### src/rtl/muldiv_pkg.sv
// Shared encodings for the iterative multiply/divide unit.
package muldiv_pkg;

    typedef enum logic [1:0] {
        MD_MULT  = 2'b00,
        MD_MULTU = 2'b01,
        MD_DIV   = 2'b10,
        MD_DIVU  = 2'b11
    } md_op_e;

    typedef enum logic [1:0] {
        ST_IDLE = 2'b00,
        ST_BUSY = 2'b01,
        ST_DONE = 2'b10
    } md_state_e;

    // Radix-2 steps per operation
    localparam int MD_ITER = 32;

endpackage

### src/rtl/div_step.sv
// One restoring-division iteration: shift the next dividend bit into the
// partial remainder, trial-subtract the divisor, keep the difference if no borrow.
module div_step #(
    parameter int WIDTH = 32
) (
    input  logic [WIDTH-1:0] rem,
    input  logic [WIDTH-1:0] quo,
    input  logic [WIDTH-1:0] divisor,
    output logic [WIDTH-1:0] rem_next,
    output logic [WIDTH-1:0] quo_next
);

    logic [WIDTH:0] trial;
    logic [WIDTH:0] diff;

    // Trial subtract; diff[WIDTH] is the borrow because rem < divisor on entry
    always_comb begin
        trial = {rem, quo[WIDTH-1]};
        diff  = trial - {1'b0, divisor};
        if (!diff[WIDTH]) begin
            rem_next = diff[WIDTH-1:0];
            quo_next = {quo[WIDTH-2:0], 1'b1};
        end else begin
            rem_next = trial[WIDTH-1:0];
            quo_next = {quo[WIDTH-2:0], 1'b0};
        end
    end

endmodule

### src/rtl/mul_div_unit.sv
// EX-stage iterative MULT/MULTU/DIV/DIVU unit returning {hi, lo}.
// Optional MULDIV_FAST_MUL_EN: multiplies use a single-cycle combinational
// multiplier (IDLE -> DONE); division always stays iterative.
module mul_div_unit
    import muldiv_pkg::*;
#(
    parameter int WIDTH = 32
) (
    input  logic             clk,
    input  logic             resetn,
    input  logic             start,
    input  logic [1:0]       op,
    input  logic             flush,
    input  logic [WIDTH-1:0] src_a,
    input  logic [WIDTH-1:0] src_b,
    output logic             result_notok,
    output logic             done,
    output logic [WIDTH-1:0] hi,
    output logic [WIDTH-1:0] lo
);

    md_state_e        state, state_nxt;
    md_op_e           op_r;
    logic [5:0]       cnt;
    logic [WIDTH-1:0] a_mag, b_mag;
    logic [WIDTH-1:0] p_hi, p_lo;      // product accumulator or {remainder, quotient}
    logic             neg_res;         // operand signs differ
    logic             neg_rem;         // dividend was negative

    logic             signed_in, a_neg_in, b_neg_in;
    logic [WIDTH-1:0] a_mag_in, b_mag_in;
    logic             is_div, last;
    logic [WIDTH:0]   mul_sum;
    logic [WIDTH-1:0] div_rem_n, div_quo_n;
    logic [WIDTH-1:0] step_hi, step_lo;
    logic [WIDTH-1:0] fin_hi, fin_lo;
    logic [2*WIDTH-1:0] prod;

    // Operand conditioning at issue: MULT/DIV work on magnitudes
    always_comb begin
        signed_in = ~op[0];
        a_neg_in  = signed_in & src_a[WIDTH-1];
        b_neg_in  = signed_in & src_b[WIDTH-1];
        a_mag_in  = a_neg_in ? -src_a : src_a;
        b_mag_in  = b_neg_in ? -src_b : src_b;
    end

    div_step #(.WIDTH(WIDTH)) u_div_step (
        .rem      (p_hi),
        .quo      (p_lo),
        .divisor  (b_mag),
        .rem_next (div_rem_n),
        .quo_next (div_quo_n)
    );

    // One radix-2 step: shift-add multiply or restoring divide
    always_comb begin
        is_div  = (op_r == MD_DIV) || (op_r == MD_DIVU);
        last    = (cnt == 6'(MD_ITER - 1));
        mul_sum = {1'b0, p_hi} + (p_lo[0] ? {1'b0, a_mag} : '0);
        if (is_div) begin
            step_hi = div_rem_n;
            step_lo = div_quo_n;
        end else begin
            step_hi = mul_sum[WIDTH:1];
            step_lo = {mul_sum[0], p_lo[WIDTH-1:1]};
        end
    end

    // Sign fix-up of the final step; divide-by-zero returns the raw dividend
    always_comb begin
        prod   = {step_hi, step_lo};
        fin_hi = step_hi;
        fin_lo = step_lo;
        if (is_div) begin
            if (b_mag == '0) begin
                fin_lo = '1;
                fin_hi = neg_rem ? -a_mag : a_mag;   // restores original src_a
            end else begin
                fin_lo = neg_res ? -step_lo : step_lo;
                fin_hi = neg_rem ? -step_hi : step_hi;
            end
        end else begin
            if (neg_res) prod = -prod;
            fin_hi = prod[2*WIDTH-1:WIDTH];
            fin_lo = prod[WIDTH-1:0];
        end
    end

`ifdef MULDIV_FAST_MUL_EN
    logic [2*WIDTH-1:0] ext_a, ext_b, fast_prod;

    // Single-cycle multiplier on sign- or zero-extended operands
    always_comb begin
        ext_a     = signed_in ? {{WIDTH{src_a[WIDTH-1]}}, src_a} : {{WIDTH{1'b0}}, src_a};
        ext_b     = signed_in ? {{WIDTH{src_b[WIDTH-1]}}, src_b} : {{WIDTH{1'b0}}, src_b};
        fast_prod = ext_a * ext_b;
    end
`endif

    // State register
    always_ff @(posedge clk or negedge resetn) begin
        if (!resetn) state <= ST_IDLE;
        else         state <= state_nxt;
    end

    // Next state and handshake outputs; flush always returns to IDLE
    always_comb begin
        state_nxt    = state;
        result_notok = 1'b0;
        done         = 1'b0;
        case (state)
            ST_IDLE: begin
                result_notok = start & ~flush;
                if (start) begin
`ifdef MULDIV_FAST_MUL_EN
                    state_nxt = op[1] ? ST_BUSY : ST_DONE;
`else
                    state_nxt = ST_BUSY;
`endif
                end
            end
            ST_BUSY: begin
                result_notok = ~flush;
                if (last) state_nxt = ST_DONE;
            end
            ST_DONE: begin
                done      = 1'b1;
                state_nxt = ST_IDLE;
            end
            default: state_nxt = ST_IDLE;
        endcase
        if (flush) state_nxt = ST_IDLE;
    end

    // Datapath: latch operands at issue, iterate in BUSY, publish on the last step
    always_ff @(posedge clk or negedge resetn) begin
        if (!resetn) begin
            op_r    <= MD_MULT;
            cnt     <= '0;
            a_mag   <= '0;
            b_mag   <= '0;
            p_hi    <= '0;
            p_lo    <= '0;
            neg_res <= 1'b0;
            neg_rem <= 1'b0;
            hi      <= '0;
            lo      <= '0;
        end else if (!flush) begin
            if (state == ST_IDLE && start) begin
                op_r    <= md_op_e'(op);
                cnt     <= '0;
                a_mag   <= a_mag_in;
                b_mag   <= b_mag_in;
                neg_res <= a_neg_in ^ b_neg_in;
                neg_rem <= a_neg_in;
                p_hi    <= '0;
                p_lo    <= op[1] ? a_mag_in : b_mag_in;
`ifdef MULDIV_FAST_MUL_EN
                if (!op[1]) begin
                    hi <= fast_prod[2*WIDTH-1:WIDTH];
                    lo <= fast_prod[WIDTH-1:0];
                end
`endif
            end else if (state == ST_BUSY) begin
                p_hi <= step_hi;
                p_lo <= step_lo;
                cnt  <= cnt + 6'd1;
                if (last) begin
                    hi <= fin_hi;
                    lo <= fin_lo;
                end
            end
        end
    end

endmodule

### config.mk
export PLATFORM = sky130hd
export DESIGN_NAME = mul_div_unit
export DESIGN_NICKNAME = d
export VERILOG_FILES = /design/src/rtl/muldiv_pkg.sv /design/src/rtl/div_step.sv /design/src/rtl/mul_div_unit.sv
export SDC_FILE = /design/constraint.sdc
export NUM_CORES = 1
export LEC_CHECK = 0
export ABC_CLOCK_PERIOD_IN_PS = 7600
export CAP_MARGIN = 20
export CORE_MARGIN = 5
export CORE_UTILIZATION = 53
export DETAILED_ROUTE_END_ITERATION = 16
export PLACE_DENSITY = 0.73
export SETUP_SLACK_MARGIN = 0.05
export SLEW_MARGIN = 0
export SYNTH_ARGS = -nofsm -noshare
export SYNTH_HDL_FRONTEND = slang
export SYNTH_HIERARCHICAL = 1
export SYNTH_SLANG_ARGS = --single-unit
### constraint.sdc
create_clock -name clk -period 7.6 [get_ports clk]
set_input_delay 2.28 -clock clk [delete_from_list [all_inputs] [get_ports clk]]
set_output_delay 2.28 -clock clk [all_outputs]
set_load 0.01 [all_outputs]
==> metrics.txt <==
outcome finished, final reports clean; register area share after synthesis 26.9%; Comb pwr share 65.5%; Tightest Hold Check Type reg2reg; Final Non-Filler Cells 2,811; worst-margin pin slew 1.15 ns; Slew Viols, Final 0; # IOs 136; layout cell share with drive strength beyond 1 7.11%; Power Density 408 nW/um2; CP max FO 25; critical path endpoint category flop; Top FF cell, synth dfrtp_1; syn avg cell area 8.15 um2; # rows 69; Yosys cell types 126; fin crit period 6.59 ns; gr ovfl total 0; sw frac 51.7%; max-cap violation count 0; via density per instance 6.49; startpoint types flop; crit path DAT 7.02 ns; diodes inserted 0; fillcell total 3,260; Compound-Gate Fraction of Synth Area 24.1%; Post-Synth Simple-Gate Area 21.1%; leakage 8.61 nW; gr usage total 33.5%; adder-cell area share of the yosys netlist 4.85%; Initial Utilization 53.4%; Core Util, Final 59.0%; area fraction of the dominant cell type after synthesis 26.9%; 1st-iter DRT viols 1,668; Post-CTS Resized 0; ranking of synthesized cells by area dfrtp_1 (27%), o21ai_0 (6.2%), xnor2_1 (5.9%), nand2_1 (5.4%), ha_1 (4.6%); Die W 199 um; initial antenna violation count 1; largest family of logic cells by synthesized area compound AO/OA/AOI/OAI gates; worst r2r dst hi[20]; RSZ-0062 raised after global routing false; clock latency on the worst-skew pair 0.55 ns; synthesized net count 2,460; final WL 67.4 mm; Post-Syn Area 18,900 um2; RePlAce Congestion 1.10; r2r startpoint p_lo[31]; largest net degree at the start of global routing 168; DP HPWL 52.9 mm; Die Y 199 um; reg2reg path depth 24; vias 18,236; TNS Setup 0 ns; clk slew on worst S/H paths 0.06 ns; vias in the first global route 17,767; Critical Path RT 8.03 ns; DR DRC count 0; skew final 0.0213 ns; largest area contributor in the netlist dfrtp_1; Worst R2R Setup Slack 1.01 ns; Mapped Cells 2,318; flops & latches, synth 203; H-tree depth 1; Final period util 86.8%; EDFF count, synth 0; # nets final 2,475; Antenna Violating Nets Remaining 0; mux contribution to synthesized area 6.44%; Pint 4.12 mW; clk sinks 203; VDD IR-drop max 0.214 mV; hold depth 2; clock share of power 14.1%; hold path start hi[7]; Routed WL per cell 24.0 um; Clock Root Buffer clkbuf_16; first-pass GRT wire length 103 mm; sequential share of power 20.4%; IO Port Bufs 135; CTS tree done; placed cells 2,768; DR pass1 iterations 5; setup violators final 0; Psw 4.40 mW; Tot Pwr 8.52 mW; yosys warns 6; post-synthesis xor/xnor area fraction 10.5%; Max Fclk 152 MHz; Rel. slew slack 23.4%; WHS Endpoint hi[7]; Post-CTS Setup Inserts 0; clock buffer depth 3; clock buffer count from CTS 23; WS Path Type reg2reg; die area 39,500 um2; Hold Vio Cnt, Final 0; area grow syn2layout 10.6%; asr flop ratio synth 100%; hold_buf cts 0; core area 35,400 um2
-- cells by family after synthesis --
kind of cell | Yosys count
multiplexers | 107
AND/OR/NAND/NOR | 800
buffers and inverters | 227
AO/OA/AOI/OAI | 684
XOR/XNOR | 225
flip-flops | 203
adder cells (fa/ha/maj) | 72
-- per-stage QoR --
step | worst slack, ns | instance area [um2] | hold WS, ns
after global routing | 0.585 | 20900 | 0.511
after global placement | 1.09 | 20100 | 0.467
after floorplan | 1.83 | 18900 | 0.472
after detailed placement | 1.09 | 20100 | 0.474
final | 1.01 | 20900 | 0.483
after CTS | 1.07 | 20900 | 0.487
-- registers in the layout (all words and copies together), names as in the netlist --
| register | count |
|---|---|
| state | 2 |
| op_r | 1 |
| p_hi | 32 |
| neg_rem | 1 |
| p_lo | 32 |
| cnt | 6 |
| a_mag | 32 |
| hi | 32 |
| lo | 32 |
| neg_res | 1 |
| b_mag | 32 |
-- cell usage in the layout, fill, tap and decap left out, types with 22 or more instances in the layout --
cell,Yosys,routed
nand2_1,270,270
o21ai_0,235,235
dfrtp_1,203,202
nor2_1,180,178
clkdlybuf4s50_1,0,133
xnor2_1,128,128
a21oi_1,118,118
xor2_1,96,96
mux2i_1,72,72
ha_1,70,70
inv_1,58,58
nor3_1,49,49
nand3_1,47,47
and2_1,42,42
o31ai_1,37,37
or3_1,33,33
a21o_1,33,33
nand4_1,29,29
a211oi_1,29,29
a31oi_1,28,28
o22a_1,27,27
clkbuf_16,0,23
nor4_1,22,22
-- worst max-delay path: stages (launching register included) --
cell       delay [ns]
dfrtp_1          0.40
inv_1            0.06
ha_1             0.23
fa_1             0.41
and2b_1          0.25
o2111ai_2        0.14
a21oi_2          0.25
o2111ai_1        0.23
a211oi_2         0.34
nor2_4           0.10
mux2i_4          0.40
and2_4           0.35
inv_8            0.13
mux2i_1          0.28
ha_1             0.25
o221a_2          0.21
nand3b_1         0.20
or4b_1           0.64
nor3_1           0.34
nand4_1          0.25
or2_1            0.34
o31ai_1          0.25
xnor2_1          0.16
o221ai_1         0.13
o21a_1           0.12
-- cells in the mapped netlist, drive strengths merged (30+ instances only) --
cell      n
a211oi   35
a21o     34
a21oi   123
and2     45
buf      76
clkbuf   85
dfrtp   203
ha       70
inv      61
mux2     30
mux2i    76
nand2   270
nand3    49
nand4    30
nor2    182
nor3     51
o21ai   247
o31ai    39
or3      36
xnor2   129
xor2     96
-- worst max-delay path by stage --
stage	endpoint	slack, ns	depth (start not counted)	from
floorplan	result_notok	1.83	4	flush
global placement	result_notok	1.09	7	start
detailed placement	result_notok	1.09	7	start
CTS	result_notok	1.07	7	start
global route	hi[20]	0.58	24	p_lo[31]
finish	hi[20]	1.01	24	p_lo[31]
-- layout make-up --
| cell class | count | area, um2 | share of cell area, % |
|---|---|---|---|
| well taps | 461 | 577 | 2.76 |
| flip-flops and latches | 203 | 5080 | 24.3 |
| multi-input cells | 1888 | 12700 | 60.7 |
| clock buffers | 34 | 677 | 3.24 |
| repair buffers | 153 | 1500 | 7.17 |
| inverters | 64 | 248 | 1.19 |
| clock inverters | 8 | 130 | 0.623 |
-- per-layer routing --
metal	vias up	part of all wire, %	GRT usage, %
met1	8668	39	41.9
met4	0	8.5	22.0
met5	-	0	0
met3	290	5.9	3.69
li1	8428	-	-
met2	850	46	54.9
-- power groups by stage --
| stage | Sequential, mW | Clock [mW] | Combinational, mW |
|---|---|---|---|
| floorplan | 1.50 | 0 | 4.20 |
| global placement | 1.73 | 0 | 5.40 |
| detailed placement | 1.74 | 0 | 5.43 |
| CTS | 1.72 | 1.22 | 5.46 |
| global route | 1.76 | 1.26 | 5.91 |
| finish | 1.74 | 1.20 | 5.58 |
(Power assumes the default switching activity.)
